<file path="config.mk">
export PLATFORM = sky130hd
export DESIGN_NAME = fp_mul_arbiter
export DESIGN_NICKNAME = d
export VERILOG_FILES = /design/src/rtl/fp_mul_arbiter.sv
export SDC_FILE = /design/constraint.sdc
export NUM_CORES = 1
export LEC_CHECK = 0
export ABC_AREA = 1
export CAP_MARGIN = 0
export CORE_AREA = 2 2 155 157
export CTS_BUF_LIST = sky130_fd_sc_hd__clkbuf_8 sky130_fd_sc_hd__clkbuf_16
export DETAILED_ROUTE_END_ITERATION = 8
export DIE_AREA = 0 0 157 159
export GPL_ROUTABILITY_DRIVEN = 0
export GPL_TIMING_DRIVEN = 0
export HOLD_SLACK_MARGIN = 0.06
export PLACE_DENSITY = 0.66
export SLEW_MARGIN = 10
export SYNTH_ARGS = -nofsm -noshare
export SYNTH_HDL_FRONTEND = slang
export SYNTH_SLANG_ARGS = --single-unit
</file>
<file path="constraint.sdc">
create_clock -name clk -period 6.5 [get_ports clk]
set_input_delay 0.975 -clock clk [delete_from_list [all_inputs] [get_ports clk]]
set_output_delay 0.975 -clock clk [all_outputs]
set_load 0.01 [all_outputs]
</file>
<file path="src/rtl/fp_mul_arbiter.sv">
// ============================================================================
//  Module      : fp_mul_arbiter
//  Description : Round-robin sharing of one single-precision multiplier among
//                NREQ requesters, with a valid/ready response channel.
//  Revision    : 1.0 - initial release
// ============================================================================
`default_nettype none

module fp_mul_arbiter #(
    parameter int NREQ    = 4,
    parameter int MUL_LAT = 1,
    parameter int IDW     = $clog2(NREQ)
) (
    input  logic                 clk,
    input  logic                 rst,
    input  logic [NREQ-1:0]      req_valid,
    input  logic [32*NREQ-1:0]   req_a,
    input  logic [32*NREQ-1:0]   req_b,
    output logic [NREQ-1:0]      req_ready,
    output logic                 rsp_valid,
    output logic [31:0]          rsp_data,
    output logic [IDW-1:0]       rsp_id,
    input  logic                 rsp_ready,
    output logic [31:0]          mul_a,
    output logic [31:0]          mul_b,
    input  logic [31:0]          mul_out,
    output logic                 busy
);

    localparam int         c_cnt_w = (MUL_LAT > 1) ? $clog2(MUL_LAT) : 1;
    localparam logic [1:0] c_idle  = 2'd0;
    localparam logic [1:0] c_calc  = 2'd1;
    localparam logic [1:0] c_resp  = 2'd2;

    logic [1:0]         r_state;
    logic [1:0]         w_state_next;
    logic [c_cnt_w-1:0] r_cnt;
    logic [IDW-1:0]     r_last_grant;
    logic [IDW-1:0]     r_rsp_id;
    logic [IDW-1:0]     w_win;
    logic [31:0]        r_op_a;
    logic [31:0]        r_op_b;
    logic [31:0]        r_rsp_data;
    logic [31:0]        w_sel_a;
    logic [31:0]        w_sel_b;
    logic [NREQ-1:0]    w_mask;
    logic [NREQ-1:0]    w_hi;
    logic [NREQ-1:0]    w_pick;
    logic [NREQ-1:0]    w_grant;
    logic               w_xfer;
    logic               w_done;

    // Requesters above the last winner are searched first; if none is
    // pending the search wraps to the full vector. Lowest set bit wins.
    for (genvar gi = 0; gi < NREQ; gi++) begin : g_mask
        assign w_mask[gi] = (IDW'(gi) > r_last_grant);
    end

    assign w_hi    = req_valid & w_mask;
    assign w_pick  = (|w_hi) ? w_hi : req_valid;
    assign w_grant = w_pick & (~w_pick + NREQ'(1));

    always_comb begin
        w_win   = '0;
        w_sel_a = '0;
        w_sel_b = '0;
        for (int i = 0; i < NREQ; i++) begin
            if (w_grant[i]) begin
                w_win   = IDW'(i);
                w_sel_a = req_a[32*i +: 32];
                w_sel_b = req_b[32*i +: 32];
            end
        end
    end

    assign w_xfer = (r_state == c_idle) && (|req_valid);
    assign w_done = (r_state == c_calc) && (r_cnt == '0);

    always_ff @(posedge clk or posedge rst) begin
        if (rst) begin
            r_state <= c_idle;
        end else begin
            r_state <= w_state_next;
        end
    end

    always_comb begin
        w_state_next = r_state;
        case (r_state)
            c_idle:  if (w_xfer)    w_state_next = c_calc;
            c_calc:  if (w_done)    w_state_next = c_resp;
            c_resp:  if (rsp_ready) w_state_next = c_idle;
            default:                w_state_next = c_idle;
        endcase
    end

    always_comb begin
        req_ready = '0;
        busy      = 1'b0;
        rsp_valid = 1'b0;
        case (r_state)
            c_idle:  req_ready = rst ? '0 : w_grant;
            c_calc:  busy      = 1'b1;
            c_resp: begin
                busy      = 1'b1;
                rsp_valid = 1'b1;
            end
            default: busy      = 1'b1;
        endcase
    end

    always_ff @(posedge clk or posedge rst) begin
        if (rst) begin
            r_op_a       <= '0;
            r_op_b       <= '0;
            r_rsp_data   <= '0;
            r_rsp_id     <= '0;
            r_cnt        <= '0;
            r_last_grant <= IDW'(NREQ - 1);
        end else if (w_xfer) begin
            r_op_a       <= w_sel_a;
            r_op_b       <= w_sel_b;
            r_last_grant <= w_win;
            r_rsp_id     <= w_win;
            r_cnt        <= c_cnt_w'(MUL_LAT - 1);
        end else if (r_state == c_calc) begin
            if (w_done) begin
                r_rsp_data <= mul_out;
            end else begin
                r_cnt <= r_cnt - 1'b1;
            end
        end
    end

    assign mul_a    = r_op_a;
    assign mul_b    = r_op_b;
    assign rsp_data = r_rsp_data;
    assign rsp_id   = r_rsp_id;

endmodule

`default_nettype wire

</file>
==> summary.md <==
| Metric | Value |
|---|---|
| Outcome | `finished clean` |
| Critical path capture point type | `output pin` |
| Achievable Freq | `239 MHz` |
| Top-count cell post-synth | `nand2_1` |
| Worst skew pair latency | `0.36 ns` |
| Die Width | `157 um` |
| H-tree levels | `3` |
| Peak VDD IR | `0.000144 V` |
| #FFs+latches synth | `103` |
| WL/cell | `17.1 um` |
| Synth async-reset ratio | `100%` |
| Core area | `0.0232 sq mm` |
| PwrDens | `365 mW/mm^2` |
| Post-DR vias/cell | `4.80` |
| GRT Util Overall | `24.6%` |
| Placement Rows | `56` |
| Final critical-path share of the clock period | `64.3%` |
| Antenna viol nets, final | `0` |
| Final setup viols | `0` |
| Vias in the first global route | `8,579` |
| Fillers | `2,317` |
| Clk slew on worst S/H paths | `0.08 ns` |
| Power Total | `4410 uW` |
| Area share of the largest cell type after synthesis | `34.3%` |
| Final-report hold violation count | `0` |
| Final WS setup | `2.32 ns` |
| IO Count | `399` |
| Dpl hpwl | `24.7 mm` |
| Share of post-route cells with drive strength above 1 | `8.49%` |
| Tmin final | `4.18 ns` |
| Final slew viol count | `0` |
| RSZ-0062 raised after global routing | `no` |
| Worst slew pin tran | `0.605 ns` |
| Area Overhead vs Synth | `64.1%` |
| Post-placement setup slack | `2.31 ns` |
| Synth unique cells | `24` |
| CTS sink cnt | `103` |
| Die Y | `159 um` |
| Initial antenna violation count | `1` |
| Hold slack final | `0.480 ns` |
| Overflow after GRT | `0` |
| Hold-fix buffers at CTS | `0` |
| CTS tree | `built` |
| Main synth FF type | `dfrtp_1` |
| Clock Tree Buf Depth | `2` |
| Register area | `0.00258 sq mm` |
| Fin nets | `1,821` |
| CP required | `5.52 ns` |
| Critical Path Start Type | `primary input` |
| Synth area leader | `dfrtp_1` |
| Number of max-cap violations | `0` |
| Kind of critical path | `primary input to output pin` |
| Largest net degree at the start of global routing | `62` |
| Top cells by area, synth | `dfrtp_1 34%, nand2_1 17%, nand3_1 13%` |
| CTS Root Cell | `clkbuf_16` |
| WL final | `31.6 mm` |
| Postcts setup bufs | `0` |
| Post-synth top cells | `339 x nand2_1, 195 x nand3_1, 193 x inv_1` |
| Post-synth EDFFs | `0` |
| Post_cts resized | `0` |
| HP Class | `register to register` |
| Initial Utilization | `31.8%` |
| Multi-input gate area | `0.00352 sq mm` |
| DRC | `0` |
| Critical path arrival | `3.20 ns` |
| Largest fanout on the critical path | `10` |
| DRT Pass-1 Iters | `5` |
| Via Count | `8,893` |
| Placed inst area | `0.0118 sq mm` |
| Lkg Pwr | `0.00612 uW` |
| Synth Net Count | `1,411` |
| Synthesized area per cell | `6.60 sq um` |
| First-pass GRT wire length | `47.6 mm` |
| Mapped Cells | `1,116` |
| Share of the yosys chip area belonging to registers | `35.0%` |
| PortBufs | `398` |
| Finished Cell Area | `0.0121 sq mm` |
| Synthesized area | `0.00737 sq mm` |
| Initial DRC count | `535` |
| CTS Buf Count | `9` |
| Slew Limit Headroom | `59.6%` |
| Synth warnings | `0` |
| DIE AREA | `0.0250 sq mm` |
| Clk_skew | `0.00778 ns` |
[metrics by stage]
stage	utilization (%)	instances	TNS, ns
after floorplan	-	1116	0
after global placement	50.7	1833	-3.27
after detailed placement	50.8	1834	0
after CTS	52.1	1850	0
after global routing	52.1	1850	0
final	52.1	1851	0
[registers in the layout (all words and copies together) (netlist names)]
signal / flops
mul_a: 32
mul_b: 32
r_cnt: 1
r_last_grant: 2
r_state: 2
rsp_data: 32
rsp_id: 2
[area by class of cell]
| class | count | area share (%) |
|---|---|---|
| antenna | 1 | 0.0207 |
| timing repair buffer | 399 | 33.2 |
| multi-input combinational | 715 | 29.1 |
| clock buffer | 10 | 1.98 |
| buffer | 94 | 4.16 |
| clock inverter | 6 | 0.518 |
| inverter | 204 | 6.38 |
| sequential | 103 | 21.3 |
| tap | 319 | 3.30 |
[critical path, stage by stage]
cell	delay (ns)
clkdlybuf4s50_1	0.54
nand2_1	0.09
nand2_1	0.07
inv_2	0.04
nand2_2	0.18
buf_4	0.28
buf_4	0.22
nand3_1	0.11
nor2_1	0.10
clkdlybuf4s50_1	0.58
[power by group]
| group | switching [uW] | total [uW] | internal (uW) |
|---|---|---|---|
| Sequential | 164 | 1120 | 954 |
| Clock | 285 | 567 | 282 |
| Combinational | 1460 | 2720 | 1260 |
| Total | 1910 | 4410 | 2490 |
[final timing paths]
path                              startpoint      endpoint  slack, ns  depth (start not counted)
worst max-delay path            req_valid[3]  req_ready[2]       2.32                         10
worst min-delay path               mul_b[18]     mul_b[18]       0.48                          2
worst max register to register    r_state[0]     mul_a[10]       4.48                          9
worst min register to register     mul_b[18]     mul_b[18]       0.48                          2
max in group asynchronous                rst      mul_a[5]       4.82                          3
min in group asynchronous                rst  rsp_data[18]       1.01                          2
[logic make-up (layout without fill, tap and decap cells)]
family	after synthesis	in the layout	share of synthesized area (%)
other	0	1	0
buffers and inverters	298	713	17.2
flip-flops	103	103	35.0
multiplexers	32	32	4.89
AO/OA/AOI/OAI	4	4	0.391
AND/OR/NAND/NOR	679	679	42.5
[per-layer routing]
metal	wire length (um)	share of wire [%]	up-vias	global-route usage [%]
met4	658	2.1	0	5.75
met1	13400	42	4108	31.4
met5	0	0	-	0
met2	15200	48	361	42.5
li1	-	-	4388	-
met3	2300	7.3	36	5.20
[layout by cell type (no fill, tap or decap), types with 2 or more instances in the layout]
| cell | Yosys | layout |
|---|---|---|
| buf_1 | 2 | 2 |
| buf_2 | 51 | 51 |
| buf_4 | 19 | 19 |
| buf_6 | 2 | 2 |
| clkbuf_1 | 20 | 20 |
| clkbuf_16 | 0 | 9 |
| clkdlybuf4s50_1 | 0 | 398 |
| clkinv_1 | 9 | 9 |
| clkinv_4 | 0 | 2 |
| dfrtp_1 | 101 | 101 |
| dfstp_2 | 2 | 2 |
| inv_1 | 193 | 192 |
| inv_2 | 2 | 2 |
| inv_6 | 0 | 3 |
| mux2_2 | 32 | 32 |
| nand2_1 | 339 | 339 |
| nand3_1 | 195 | 195 |
| nand4_1 | 128 | 128 |
| nor2_1 | 12 | 12 |
No activity file was read; power rests on OpenSTA's default activity.
